**src/rtl/execute_jump_queue.sv**
```systemverilog
// execute_jump_queue
// Small in-order FIFO between execute and the fetch redirect logic. It keeps
// only branch / system-register-write results, decodes each into a jump
// record (redirect flag, target, kind) and presents the oldest record to the
// consumer. After a redirect is queued, the optional squash state drops the
// wrong-path entries that follow it until that redirect has been consumed.
module execute_jump_queue #(
  parameter int P_ADDR_W   = 32,
  parameter int P_DEPTH    = 4,
  parameter int P_SYSREG_N = 3,
  parameter int P_SQUASH   = 1
) (
  input  logic                             iCLOCK,
  input  logic                             inRESET,
  input  logic                             iRESET_SYNC,
  input  logic                             iEVENT_HOLD,
  input  logic                             iEVENT_END,
  input  logic                             iSTATE_NORMAL,
  input  logic                             iPREV_VALID,
  input  logic                             iPREV_EX_BRANCH,
  input  logic                             iPREV_EX_SYS_REG,
  input  logic [P_ADDR_W-1:0]              iPREV_PC,
  input  logic                             iPREV_PREDICT_ENA,
  input  logic                             iPREV_PREDICT_HIT,
  input  logic                             iPREV_PREDICT_MISS_VALID,
  input  logic                             iPREV_ADDR_MISS_VALID,
  input  logic                             iPREV_IB_VALID,
  input  logic [P_ADDR_W-1:0]              iPREV_BRANCH_ADDR,
  input  logic [P_SYSREG_N-1:0]            iPREV_SYSREG_VALID,
  input  logic [P_ADDR_W-1:0]              iPREV_SYSREG_ADDR,
  output logic                             oPREV_BUSY,
  input  logic                             iNEXT_BUSY,
  output logic                             oNEXT_VALID,
  output logic                             oNEXT_PREDICT_ENA,
  output logic                             oNEXT_PREDICT_HIT,
  output logic                             oNEXT_JUMP_VALID,
  output logic [P_ADDR_W-1:0]              oNEXT_JUMP_ADDR,
  output logic                             oNEXT_TYPE_BRANCH_VALID,
  output logic                             oNEXT_TYPE_BRANCH_IB_VALID,
  output logic [P_SYSREG_N-1:0]            oNEXT_TYPE_SYSREG_VALID,
  output logic                             oSQUASH,
  output logic [$clog2(P_DEPTH+1)-1:0]     oCOUNT
);

  localparam int LP_PTR_W = $clog2(P_DEPTH);
  localparam int LP_CNT_W = $clog2(P_DEPTH + 1);

  localparam logic [0:0] LP_IDLE   = 1'b0;
  localparam logic [0:0] LP_SQUASH = 1'b1;

  // One decoded queue record.
  typedef struct packed {
    logic                  predict_ena;
    logic                  predict_hit;
    logic                  jump;
    logic                  ib;
    logic [P_SYSREG_N-1:0] sysreg;
    logic [P_ADDR_W-1:0]   addr;
  } entry_t;

  entry_t              r_mem [P_DEPTH];
  logic [LP_PTR_W-1:0] r_wr_ptr;
  logic [LP_PTR_W-1:0] r_rd_ptr;
  logic [LP_CNT_W-1:0] r_count;
  logic [0:0]          r_state;

  logic [0:0] w_state_next;
  entry_t     w_entry;
  entry_t     w_head;
  logic       w_clear;
  logic       w_full;
  logic       w_empty;
  logic       w_push;
  logic       w_pop;
  logic       w_redirect_in;

  assign w_clear = iRESET_SYNC || iEVENT_HOLD || iEVENT_END;
  assign w_full  = (r_count == LP_CNT_W'(P_DEPTH));
  assign w_empty = (r_count == '0);

  // Only branch/sysreg results are kept, and nothing while squashing.
  assign w_push = iSTATE_NORMAL && iPREV_VALID &&
                  (iPREV_EX_BRANCH || iPREV_EX_SYS_REG) &&
                  !w_full && (r_state == LP_IDLE);
  assign w_pop  = !w_empty && !iNEXT_BUSY;

  assign w_redirect_in = w_entry.jump || w_entry.ib || (|w_entry.sysreg);

  // Decode the upstream result into a queue record and select its target.
  // NOTE: every signal assigned in always_comb gets a default first so no
  // path through the block leaves it unassigned, which would infer a latch.
  always_comb begin
    w_entry             = '0;
    w_entry.jump        = iPREV_EX_BRANCH &&
                          (iPREV_PREDICT_MISS_VALID || iPREV_ADDR_MISS_VALID);
    w_entry.ib          = iPREV_EX_BRANCH && iPREV_IB_VALID;
    w_entry.sysreg      = iPREV_EX_SYS_REG ? iPREV_SYSREG_VALID : '0;
    w_entry.predict_ena = iPREV_EX_BRANCH ? iPREV_PREDICT_ENA : 1'b0;
    w_entry.predict_hit = iPREV_EX_BRANCH ? iPREV_PREDICT_HIT : 1'b0;
    if (iPREV_EX_BRANCH && (iPREV_ADDR_MISS_VALID || iPREV_IB_VALID)) begin
      w_entry.addr = iPREV_BRANCH_ADDR;
    end else if (iPREV_EX_BRANCH && iPREV_PREDICT_MISS_VALID) begin
      w_entry.addr = iPREV_PC;
    end else if (|w_entry.sysreg) begin
      w_entry.addr = iPREV_SYSREG_ADDR;
    end
  end

  // Squash FSM: enter on queuing a redirect, leave when that redirect
  // (necessarily the youngest and therefore last entry) is dequeued.
  always_comb begin
    w_state_next = r_state;
    case (r_state)
      LP_IDLE: begin
        if (w_push && w_redirect_in && (P_SQUASH != 0)) begin
          w_state_next = LP_SQUASH;
        end
      end
      LP_SQUASH: begin
        if (w_pop && (r_count == LP_CNT_W'(1))) begin
          w_state_next = LP_IDLE;
        end
      end
      default: w_state_next = LP_IDLE;
    endcase
  end

  // Pointers, occupancy and FSM state; a synchronous clear wins over push/pop.
  // NOTE: state registers use non-blocking assignments so every flop samples
  // pre-edge values regardless of statement order.
  always_ff @(posedge iCLOCK or negedge inRESET) begin
    if (!inRESET) begin
      r_wr_ptr <= '0;
      r_rd_ptr <= '0;
      r_count  <= '0;
      r_state  <= LP_IDLE;
    end else if (w_clear) begin
      r_wr_ptr <= '0;
      r_rd_ptr <= '0;
      r_count  <= '0;
      r_state  <= LP_IDLE;
    end else begin
      if (w_push) begin
        r_wr_ptr <= r_wr_ptr + LP_PTR_W'(1);
      end
      if (w_pop) begin
        r_rd_ptr <= r_rd_ptr + LP_PTR_W'(1);
      end
      if (w_push && !w_pop) begin
        r_count <= r_count + LP_CNT_W'(1);
      end else if (!w_push && w_pop) begin
        r_count <= r_count - LP_CNT_W'(1);
      end
      r_state <= w_state_next;
    end
  end

  // Record storage, written at the tail on every accepted entry.
  // NOTE: the storage array has no reset; stale contents are never visible
  // because every output is masked while the queue is empty.
  always_ff @(posedge iCLOCK) begin
    if (w_push) begin
      r_mem[r_wr_ptr] <= w_entry;
    end
  end

  assign w_head = w_empty ? '0 : r_mem[r_rd_ptr];

  assign oNEXT_VALID                = !w_empty;
  assign oNEXT_PREDICT_ENA          = w_head.predict_ena;
  assign oNEXT_PREDICT_HIT          = w_head.predict_hit;
  assign oNEXT_JUMP_VALID           = w_head.jump;
  assign oNEXT_JUMP_ADDR            = w_head.addr;
  assign oNEXT_TYPE_BRANCH_VALID    = w_head.jump && !w_head.ib;
  assign oNEXT_TYPE_BRANCH_IB_VALID = w_head.ib;
  assign oNEXT_TYPE_SYSREG_VALID    = w_head.sysreg;
  assign oSQUASH                    = (r_state == LP_SQUASH);
  // While squashing, report not-busy so upstream drains into the discard.
  assign oPREV_BUSY                 = w_full && (r_state == LP_IDLE);
  assign oCOUNT                     = r_count;

endmodule

```
**config.mk**
```make
export PLATFORM = sky130hd
export DESIGN_NAME = execute_jump_queue
export DESIGN_NICKNAME = d
export VERILOG_FILES = /design/src/rtl/execute_jump_queue.sv
export SDC_FILE = /design/constraint.sdc
export NUM_CORES = 1
export LEC_CHECK = 0
export BUFFER_PORTS_ARGS = -buffer_cell sky130_fd_sc_hd__buf_2
export CAP_MARGIN = 20
export CELL_PAD_IN_SITES_DETAIL_PLACEMENT = 1
export CELL_PAD_IN_SITES_GLOBAL_PLACEMENT = 2
export CORE_MARGIN = 2
export CORE_UTILIZATION = 41
export CTS_BUF_LIST = sky130_fd_sc_hd__clkbuf_16
export DETAILED_ROUTE_END_ITERATION = 10
export PLACE_DENSITY_LB_ADDON = 0.1
export REMOVE_ABC_BUFFERS = 1
export SYNTH_ARGS = -nofsm -noshare
export SYNTH_HDL_FRONTEND = slang
export SYNTH_SLANG_ARGS = --single-unit
```
**constraint.sdc**
```tcl
create_clock -name iCLOCK -period 4.1 [get_ports iCLOCK]
set_input_delay 0.205 -clock iCLOCK [delete_from_list [all_inputs] [get_ports iCLOCK]]
set_output_delay 0.205 -clock iCLOCK [all_outputs]
set_load 0.01 [all_outputs]
```
; Yosys cells after proc, flatten, opt, wreduce, memory -nomap -nowiden
; Memories as Yosys holds them, arrays and structs flattened.
; Cells that the tools add are included.
[classes]
n_eq_ne = 2
bitwise_logic = 1
mux = 20
n_addsub = 4
reduce_logical = 33
[op_table]
columns = op, n
row1 = 2-to-1 mux 32 bit, 3
row2 = 2-to-1 mux 39 bit, 1
row3 = logical AND 1 bit, 15
row4 = 2-to-1 mux 3 bit, 4
row5 = 2-to-1 mux 2 bit, 4
row6 = logical OR 1 bit, 7
row7 = 2-to-1 mux 1 bit, 7
row8 = zero test 1 bit, 6
row9 = "adder 2 x 1 -> 2 bit, second input constant", 2
row10 = nonzero test 2 bit, 2
row11 = "adder 3 x 1 -> 3 bit, second input constant", 1
row12 = "== test 3 x 1 -> 1 bit, second input constant", 1
row13 = "== test 3 bit, second input constant", 1
row14 = zero test 3 bit, 1
row15 = nonzero test 3 bit, 1
row16 = OR reduction 3 bit, 1
row17 = "subtractor 3 x 1 -> 3 bit, second input constant", 1
row18 = case mux 1 bit (2 select lines), 1
row19 = NOT 1 bit, 1
[totals]
n_memories = 1
out_inout_bits = 46
mem_bits_rw = 156
ff_bits = 8
[mem_list]
columns = memory, depth, width, rd, rd_clocked_by_memory_dff, wr, line_no
row1 = r_mem, 4, 39, 1, 0, 1, 61  ; entry_t r_mem [P_DEPTH];

; Depth between registers and ports, before layout
; Gate-level depths: netlist (run 1).
[logic_depth]
depth_word = 9
ltp_mapped = 8
mapped_depth_nobuf = 6

; Worst setup path after synthesis (run 1)
; OpenSTA, ideal clock, no wires.
[synth_timing]
path_kind = reg-to-reg
startpoint = reg r_count[0] (netlist: oCOUNT[0])
endpoint = mem r_mem[0][0] (netlist bit), enable pin
required_ps = 3700
period_less_slack_ps = 2409
slack_ps = 1691
t_arrival_ps = 2009
stages_incl_launch_ff = 5
cell_sequence = dfrtp_1 inv_1 ha_1 a2bb2oi_4 and3_1
[synth_via]
elab_chain_cells = 6
[synth_lines]
columns = item, line_no
row1 = from (decl), 64  ; logic [LP_CNT_W-1:0] r_count;
row2 = from (signal assigned), 150  ; r_count <= r_count + LP_CNT_W'(1);
row3 = from (signal assigned), 152  ; r_count <= r_count - LP_CNT_W'(1);
row4 = == test 3 bit, 78  ; assign w_full = (r_count == LP_CNT_W'(P_DEPTH));
row5 = zero test 1 bit, 84  ; !w_full && (r_state == LP_IDLE);
row6 = logical AND 1 bit, 83  ; (iPREV_EX_BRANCH || iPREV_EX_SYS_REG) &&
row7 = logical AND 1 bit, 84
row8 = 2-to-1 mux 1 bit, 162  ; if (w_push) begin
row9 = 2-to-1 mux 1 bit (not written as such), 163  ; r_mem[r_wr_ptr] <= w_entry;
row10 = to (decl), 61
; No other way between the ends.

; Worst setup path in the final report (run 1)
[layout_timing]
startpoint = reg r_count[1] (netlist: oCOUNT[1])
endpoint = out oNEXT_TYPE_BRANCH_VALID
[layout_via]
elab_chain_cells = 4
[layout_lines]
columns = item, line_no
row1 = zero test 3 bit (*), 79  ; assign w_empty = (r_count == '0);
row2 = 2-to-1 mux 39 bit (*), 167  ; assign w_head = w_empty ? '0 : r_mem[r_rd_ptr];
row3 = zero test 1 bit, 174  ; assign oNEXT_TYPE_BRANCH_VALID = w_head.jump && !w_head.ib;
row4 = logical AND 1 bit (*), 174
row5 = to (decl), 38  ; output logic oNEXT_TYPE_BRANCH_VALID,
; Mark *: on every way between the ends. The rest lies on a longest branch, timed or not.

==> flow_summary.yaml, run 1 <==
run_status:
  status: "complete, no violations"
floorplanning:
  die_h_um: 137
  io_pins: 160
  row_count: 48
  die-width_um: 137
  core_mm2: 0.0172
  dieArea_mm2: 0.0187
  initial_utilization_pct: 41.8
worst_setup_path:
  cp.required_ns: 3.89
  r2r_end: "oCOUNT[1]$_DFFE_PN0P_"
  path_class: "register to output port"
  arrival_ns: 2.71
  critPathMaxFanout: 24
  reg2reg_from: "oCOUNT[1]$_DFFE_PN0P_"
  crit_path_start_kind: "register"
  r2r_cells: 7
  ff2ff_setup_slack_ns: 1.52
  end_kind: "output port"
min_path:
  hold_path.class: "input pin to register"
  hold_path_startpoint: "iPREV_PREDICT_ENA"
  worstHoldPathCells: 2
  holdPathEnd: "r_mem[3][38]$_DFFE_PP_"
detailed_routing:
  drt_first_pass_iters: 5
  vias_per_cell: 5.27
  wl_met2_mm: 7.99
  wl_mm: 16.5
  m1WireLength_mm: 7.29
  route.detailed.drc: 0
  vias: 4396
  wl_per_cell_um: 19.7
  routed.top_layer: "met4"
  drtAntennaViolNets: 0
  drt_iter0_markers: 237
  met3WireLength_mm: 1.01
synth:
  synth_area_leader_cell: "edfxtp_1"
  yosys_warnings: 0
  async_flop_share_pct: 4.88
  yosysSeqAreaShare_pct: 67.8
  synth.distinct_cells: 39
  synth-seq-cells: 164
  synthTopCellsByCount: "156 x edfxtp_1, 40 x nor2_1, 40 x nor2b_1"
  synthFlopType: "edfxtp_1"
  synth_edf_count: 156
  yosys.area.top_type_share_pct: 65.0
  syn_avg_cell_area_um2: 16.4
  synth_area_mm2: 0.00721
  synthCells: 439
  synth_area_leaders: "edfxtp_1 65%, mux4_2 12%, nor2b_1 3.5%"
  yosysMostFrequentCell: "edfxtp_1"
sta:
  finalSetupViolations: 0
  final.min_clock_period_ns: 2.92
  finalHoldViolCount: 0
  fmax_mhz: 343
  fin_crit_sh_pct: 71.2
  holdWs_ns: 0.164
  slew_viol_final: 0
  relSlewSlack_pct: 27.6
  setup-tns-final_ns: 0
  rsz0062_at_grt: "no"
  clock_skew_ns: 0.00985
  worst_slew_pin_slew_ns: 1.09
pwr:
  p_leak_nw: 3.19
  ir_drop_mv: 0.301
  powerDensity_mw_per_mm2: 407
  fin_total_pwr_w: 0.00359
grt:
  grt_overflow: 0
  grt_pass1_vias: 4625
  grt_max_degree: 42
  antenna_found_initial: 0
  grt_pass1_wl_mm: 25.3
  grt_use_total_pct: 18.6
placed_design:
  globalplace.congestion: 0.753
  hpwl_mm: 10.4
  port_buffers: 159
cts:
  cts_resized: 0
  root_buffer: "clkbuf_16"
  numCtsBuffers: 17
  cts_tree: "done"
  insertion_delay_ns: 0.42
  cts_buffer_depth: 2
  cts_max_level: 4
  numClockSinks: 164
  clk_pin_slew_ns: 0.06
layout:
  area_delta_synth_final_pct: 22.2
  diodes: 0
  drive_above_1_share_pct: 41.4
  fin_nets: 718
flow_run:
  cap_violations: 0
[power breakdown]
| group | internal, W | switching, W |
|---|---|---|
| Clock | 0.000788 | 0.000664 |
| Combinational | 0.000107 | 0.000142 |
| Sequential | 0.00188 | 0.00000648 |
| Total | 0.00278 | 0.000812 |
[layout by cell type (no fill, tap or decap), drive strengths merged, types with 4 or more instances in the layout]
cell	count
ha	8
mux4	39
nor2b	41
edfxtp	156
inv	16
a22oi	32
and3	4
clkbuf	17
nor2	40
and2	8
clkinvlp	5
dfrtp	8
a21oi	36
buf	166
[how the worst max path moves through the flow]
stage / start / endpoint / slack (ns) / cells past startpoint
finish: oCOUNT[1]$_DFFE_PN0P_ / oNEXT_TYPE_BRANCH_VALID / 1.18 / 7
global route: oCOUNT[0]$_DFFE_PN0P_ / oNEXT_TYPE_BRANCH_VALID / 0.96 / 7
global placement: iPREV_EX_BRANCH / r_mem[0][2]$_DFFE_PP_ / 1.53 / 6
floorplan: iPREV_IB_VALID / r_mem[0][0]$_DFFE_PP_ / 1.11 / 2
detailed placement: iPREV_EX_BRANCH / r_mem[2][0]$_DFFE_PP_ / 1.40 / 6
CTS: oCOUNT[1]$_DFFE_PN0P_ / oNEXT_TYPE_BRANCH_VALID / 1.08 / 7
[final cells by class]
cell class / count / area, µm²
clock buffers: 17 / 425
clock inverters: 15 / 120
fillers: 1709 / 8430
inverters: 8 / 30.0
multi-input cells: 238 / 2150
flip-flops and latches: 164 / 4890
well taps: 225 / 282
repair buffers: 167 / 908
[critical path, stage by stage, from the launching register on]
cell	delay, ns
dfrtp_1	0.44
inv_1	0.12
ha_1	0.27
nor2b_4	0.59
buf_4	0.46
nor2b_1	0.13
nor2b_1	0.15
buf_2	0.13
[sequential cells by signal (all words and copies together), names as in the netlist]
| register | cells |
|---|---|
| oCOUNT | 3 |
| r_mem | 156 |
| r_wr_ptr | 2 |
| oSQUASH | 1 |
| r_rd_ptr | 2 |
[metal layers]
metal / vias up / global-route usage [%]
met5: - / 0
met4: 0 / 5.03
met3: 13 / 4.07
met2: 144 / 30.7
met1: 2202 / 25.2
li1: 2037 / -
[logic make-up (layout without fill, tap and decap cells)]
| kind of cell | Yosys count | in the layout | synth area share, % |
|---|---|---|---|
| AND/OR/NAND/NOR | 107 | 107 | 8.19 |
| AO/OA/AOI/OAI | 80 | 80 | 7.26 |
| flip-flops | 164 | 164 | 67.8 |
| buffers and inverters | 37 | 207 | 2.67 |
| XOR/XNOR | 3 | 3 | 0.365 |
| multiplexers | 40 | 40 | 12.3 |
| adder cells (fa/ha/maj) | 8 | 8 | 1.39 |
[what timing repair did]
| action | CTS | global route |
|---|---|---|
| hold buffers | 1 | 0 |
| buffers inserted | 0 | 0 |
| setup endpoints to repair | 0 | 0 |
| endpoints found under the hold margin | 8 | 0 |
[stage by stage]
stage | cell area [µm²] | setup WS (ns) | std cells | utilization [%]
finish | 8810 | 1.18 | 834 | 51.1
global route | 8810 | 0.962 | 834 | 51.1
CTS | 8730 | 1.08 | 830 | 50.6
detailed placement | 8170 | 1.40 | 797 | 47.4
global placement | 8170 | 1.53 | 797 | 47.4
floorplan | 7040 | 1.11 | 410 | -
(Power assumes the default switching activity.)
==> run 2: changes to the inputs <==
--- a/config.mk
+++ b/config.mk
@@ -10,7 +10,7 @@
 export CELL_PAD_IN_SITES_DETAIL_PLACEMENT = 1
 export CELL_PAD_IN_SITES_GLOBAL_PLACEMENT = 2
 export CORE_MARGIN = 2
-export CORE_UTILIZATION = 41
+export CORE_UTILIZATION = 38
 export CTS_BUF_LIST = sky130_fd_sc_hd__clkbuf_16
 export DETAILED_ROUTE_END_ITERATION = 10
 export PLACE_DENSITY_LB_ADDON = 0.1
==> constraint.sdc (replaced) <==
create_clock -name iCLOCK -period 2.8 [get_ports iCLOCK]
set_input_delay 0.14 -clock iCLOCK [delete_from_list [all_inputs] [get_ports iCLOCK]]
set_output_delay 0.14 -clock iCLOCK [all_outputs]
set_load 0.01 [all_outputs]
==> flow_summary.yaml, run 2 (synthesis gave the netlist of run 1 again) <==
layout:
  largest_reg_flops: 156
  max_flop_register: "r_mem"
  drive_above_1_share_pct: 42.2
  final_common_cell: "buf_2"
  fin_nets: 727
  diodes: 0
  final_cell_mix: "159 x buf_2, 156 x edfxtp_1, 40 x nor2b_1, 40 x nor2_1, 39 x mux4_2"
  area_delta_synth_final_pct: 25.0
pwr:
  p_leak_nw: 3.30
  p_switching_w: 0.00119
  p_int_w: 0.00452
  p_comb_share_pct: 6.4
  p_clk_share_pct: 45.3
  ir_drop_mv: 0.433
  seq_power_share_pct: 48.4
  p_sw_share_pct: 20.8
  powerDensity_mw_per_mm2: 634
detailed_routing:
  drtAntennaViolNets: 0
  route.detailed.drc: 0
  drt_first_pass_iters: 4
  wl_per_cell_um: 18.9
  vias_per_cell: 5.12
  drt_iter0_markers: 187
  wl_mm: 16.1
  vias: 4366
cts:
  cts_buffer_depth: 2
  numCtsBuffers: 17
  cts_tree: "done"
  numClockSinks: 164
  cts_max_level: 4
  clk_pin_slew_ns: 0.07
  root_buffer: "clkbuf_16"
  insertion_delay_ns: 0.42
floorplanning:
  die-width_um: 142
  die_h_um: 142
  core_mm2: 0.0186
  initial_utilization_pct: 38.7
  io_pins: 160
  row_count: 50
  dieArea_mm2: 0.0201
grt:
  grt_pass1_vias: 4845
  antenna_found_initial: 0
  grt_use_total_pct: 16.9
  grt_pass1_wl_mm: 25.5
  grt_max_degree: 41
  grt_overflow: 0
sta:
  relSlewSlack_pct: 51.3
  clock_skew_ns: 0.00779
  final.min_clock_period_ns: 2.36
  holdWs_ns: 0.0898
  rsz0062_at_grt: "no"
  finalSetupViolations: 0
  setup-tns-final_ns: 0
  slew_viol_final: 0
  finalHoldViolCount: 0
  worst_slew_pin_slew_ns: 0.730
  fmax_mhz: 424
  fin_crit_sh_pct: 84.3
worst_setup_path:
  reg2reg_from: "oCOUNT[1]$_DFFE_PN0P_"
  path_class: "register to output port"
  critPathTopFamily: "buffers and inverters"
  end_kind: "output port"
  critPathMaxFanout: 20
  critPathBufInv: 3
  crit_chain: "inv_1 > ha_1 > nor2b_4 > buf_4 > nor2b_1 > nor2b_1 > buf_2"
  cpMaxStageDelayCell: "dfrtp_1"
  cp.required_ns: 2.66
  ff2ff_setup_slack_ns: 0.65
  r2r_end: "r_mem[0][10]$_DFFE_PP_"
  slowest_delay_ns: 0.43
  path_common_cell: "nor2b_1"
  r2r_cells: 5
  crit_path_start_kind: "register"
  arrival_ns: 2.22
placed_design:
  hpwl_mm: 11.1
  port_buffers: 159
  globalplace.congestion: 0.686
min_path:
  hold_path.class: "input pin to async pin"
flow_run:
  cap_violations: 0
run_status:
  status: "complete, no violations"
==> run 2: changes by cell type in the layout (fill, tap and decap cells not counted), sizes merged <==
| cell | before | now |
|---|---|---|
| clkinvlp | 5 | 2 |
| inv | 16 | 15 |
| buf | 166 | 175 |
| bufinv | 0 | 5 |
| clkinv | 2 | 1 |
==> run 2: worst max path at each step <==
| stage | startpoint | endpoint | slack [ns] | cells after the start |
|---|---|---|---|---|
| 2_1_floorplan | iPREV_IB_VALID | r_mem[0][0]$_DFFE_PP_ | -0.12 | 2 |
| 4_1_cts | oCOUNT[1]$_DFFE_PN0P_ | oNEXT_TYPE_BRANCH_VALID | 0.37 | 7 |
| 3_5_place_dp | oCOUNT[1]$_DFFE_PN0P_ | r_mem[0][29]$_DFFE_PP_ | 0.64 | 5 |
| 5_1_grt | oCOUNT[0]$_DFFE_PN0P_ | oNEXT_TYPE_BRANCH_VALID | 0.25 | 7 |
| 6_report | oCOUNT[1]$_DFFE_PN0P_ | oNEXT_TYPE_BRANCH_VALID | 0.44 | 7 |
| 3_3_place_gp | oCOUNT[0]$_DFFE_PN0P_ | r_mem[0][29]$_DFFE_PP_ | 0.71 | 5 |
==> run 2: area by class of cell <==
type                    instances  area, µm²
inverters                       8       30.0
multi-input cells             238       2150
fillers                      1875       9640
clock buffers                  17        425
repair buffers                176        976
well taps                     234        293
flip-flops and latches        164       4890
clock inverters                15        240
==> run 2: stage by stage <==
stage / power, W / area [µm²] / std cells / util [%] / setup WS [ns]
finish: 0.00571 / 9010 / 852 / 48.3 / 0.439
global placement: 0.00317 / 8330 / 819 / 44.7 / 0.707
floorplan: 0.00300 / 7040 / 410 / - / -0.121
detailed placement: 0.00318 / 8330 / 819 / 44.7 / 0.641
global route: 0.00590 / 9010 / 852 / 48.3 / 0.247
CTS: 0.00578 / 9010 / 852 / 48.3 / 0.368
==> run 2: what timing repair did <==
action / CTS / global route
hold buffers: 1 / 0
endpoints found under the hold margin: 8 / 0
setup endpoints to repair: 0 / 0
resized for setup: 0 / 0
buffers inserted: 0 / 0
==> run 2: power groups by stage <==
stage / clock network [W] / logic [W] / registers (W)
after floorplan: 0 / 0.000190 / 0.00281
after global placement: 0 / 0.000354 / 0.00281
after detailed placement: 0 / 0.000370 / 0.00282
after CTS: 0.00264 / 0.000373 / 0.00276
after global routing: 0.00273 / 0.000409 / 0.00276
final: 0.00259 / 0.000364 / 0.00276
==> run 2: metal layers <==
layer  routed length [µm]  vias up  share of wire [%]  global-route usage, %
met5                    0        -                  0                      0
met4                  185        0                1.1                   5.74
met3                  568       13                3.5                   2.90
met2                 8540      103                 53                   30.6
met1                 6820     2204                 42                   20.4
li1                     -     2046                  -                      -
==> run 3: changes to the inputs <==
==> constraint.sdc (replaced) <==
create_clock -name iCLOCK -period 2.24 [get_ports iCLOCK]
set_input_delay 0.112 -clock iCLOCK [delete_from_list [all_inputs] [get_ports iCLOCK]]
set_output_delay 0.112 -clock iCLOCK [all_outputs]
set_load 0.01 [all_outputs]
==> flow_summary.yaml, run 3 (synthesis gave the netlist of run 1 again) <==
layout:
  max_flop_register: "r_mem"
  final_core_util_pct: 48.4
  largest_reg_flops: 156
  fin_area_mm2: 0.00902
  final-instance-count-excl-fill: 856
  final_cell_mix: "159 x buf_2, 156 x edfxtp_1, 40 x nor2b_1, 40 x nor2_1, 39 x mux4_2"
  drive_above_1_share_pct: 41.5
  final_common_cell: "buf_2"
  fin_nets: 731
  area_delta_synth_final_pct: 25.2
  fillers: 1882
  diodes: 0
sta:
  holdWs_ns: 0.0550
  final.min_clock_period_ns: 2.12
  slew_viol_final: 0
  fmax_mhz: 472
  fin_crit_sh_pct: 94.5
  worst_slew_pin_slew_ns: 0.459
  relSlewSlack_pct: 69.4
  clock_skew_ns: 0.00971
  finalHoldViolCount: 0
  rsz0062_at_grt: "no"
  finalSetupViolations: 0
detailed_routing:
  wl_mm: 16.8
  route.detailed.drc: 0
  vias_per_cell: 5.17
  drtAntennaViolNets: 0
  vias: 4426
  drt_first_pass_iters: 5
  wl_per_cell_um: 19.7
  drt_iter0_markers: 235
worst_setup_path:
  ff2ff_setup_slack_ns: 0.21
  critPathBufInv: 2
  path_class: "register to output port"
  slowest_delay_ns: 0.52
  cp.required_ns: 2.13
  r2r_end: "oCOUNT[2]$_DFFE_PN0P_"
  cpMaxStageDelayCell: "dfrtp_4"
  arrival_ns: 2.01
  critPathTopFamily: "flip-flops"
  r2r_cells: 7
  end_kind: "output port"
  crit_path_start_kind: "register"
  reg2reg_from: "oCOUNT[1]$_DFFE_PN0P_"
  crit_chain: "buf_4 > mux4_2 > nor2b_1 > buf_2"
  critPathMaxFanout: 7
grt:
  grt_use_total_pct: 17.5
  grt_pass1_vias: 4791
  antenna_found_initial: 0
  grt_overflow: 0
  grt_pass1_wl_mm: 26.1
  grt_max_degree: 43
floorplanning:
  core_mm2: 0.0186
  row_count: 50
  die-width_um: 142
  die_h_um: 142
  initial_utilization_pct: 38.7
  dieArea_mm2: 0.0201
  io_pins: 160
placed_design:
  dp_cells: 819
  port_buffers: 159
  hpwl_mm: 11.1
  globalplace.congestion: 0.722
  place_area_mm2: 0.00838
min_path:
  hold_path.class: "input pin to async pin"
pwr:
  powerDensity_mw_per_mm2: 749
  p_leak_nw: 3.30
  fin_total_pwr_w: 0.00676
  ir_drop_mv: 0.745
cts:
  root_buffer: "clkbuf_16"
  cts_tree: "done"
  numCtsBuffers: 17
  cts_max_level: 4
  cts_buffer_depth: 2
  numClockSinks: 164
  clk_pin_slew_ns: 0.06
  insertion_delay_ns: 0.43
run_status:
  status: "complete, no violations"
flow_run:
  cap_violations: 0
[run 3: worst reg2reg max path: cells and delay by family (launching register included)]
family          cells  cell delay (ns)
simple gates        2             0.49
flops               1             0.42
mux                 1             0.35
compound gates      1             0.15
buf+inv             2             0.31
fa+ha+maj           1             0.20
[run 3: cell type report]
cell class	count	area (µm²)	share of cell area, %
flip-flops and latches	164	4890	54.2
multi-input cells	238	2160	24.0
repair buffers	180	1070	11.9
clock buffers	17	425	4.72
well taps	234	293	3.25
clock inverters	15	146	1.62
inverters	8	30.0	0.333
[run 3: timing repair]
action                                 in CTS  in global routing
setup endpoints to repair                  41                 17
hold buffers                                1                  0
endpoints found under the hold margin       8                  0
resized for setup                           2                  4
setup buffers                               4                  0
[run 3: worst max path at each step]
stage,from,depth (start not counted),endpoint,slack (ns)
after floorplan,iPREV_IB_VALID,2,r_mem[0][0]$_DFFE_PP_,-0.65
after global placement,r_rd_ptr[0]$_DFFE_PN0P_,4,oNEXT_JUMP_ADDR[24],0.34
after detailed placement,oCOUNT[1]$_DFFE_PN0P_,7,oNEXT_TYPE_BRANCH_VALID,0.22
after CTS,oCOUNT[1]$_DFFE_PN0P_,7,oNEXT_TYPE_BRANCH_VALID,0.004
after global routing,r_rd_ptr[0]$_DFFE_PN0P_,4,oNEXT_PREDICT_HIT,0.03
final,r_rd_ptr[0]$_DFFE_PN0P_,4,oNEXT_TYPE_SYSREG_VALID[2],0.12
[run 3: routing by layer]
metal	wire length [µm]	GRT usage, %
met1	7110	21.3
met2	8840	30.8
met3	678	4.49
met4	192	5.37
met5	0	0
[run 3: report_power, final]
part	switching, W	total, W	internal (W)
Clock	0.00112	0.00283	0.00171
Combinational	0.000263	0.000471	0.000208
Sequential	0.0000109	0.00345	0.00344
Total	0.00139	0.00676	0.00537
[run 3: stage by stage]
stage / TNS, ns / worst slack [ns]
after floorplan: -124.83 / -0.653
final: 0 / 0.123
after CTS: 0 / 0.00427
after detailed placement: 0 / 0.216
after global placement: 0 / 0.341
after global routing: 0 / 0.0312
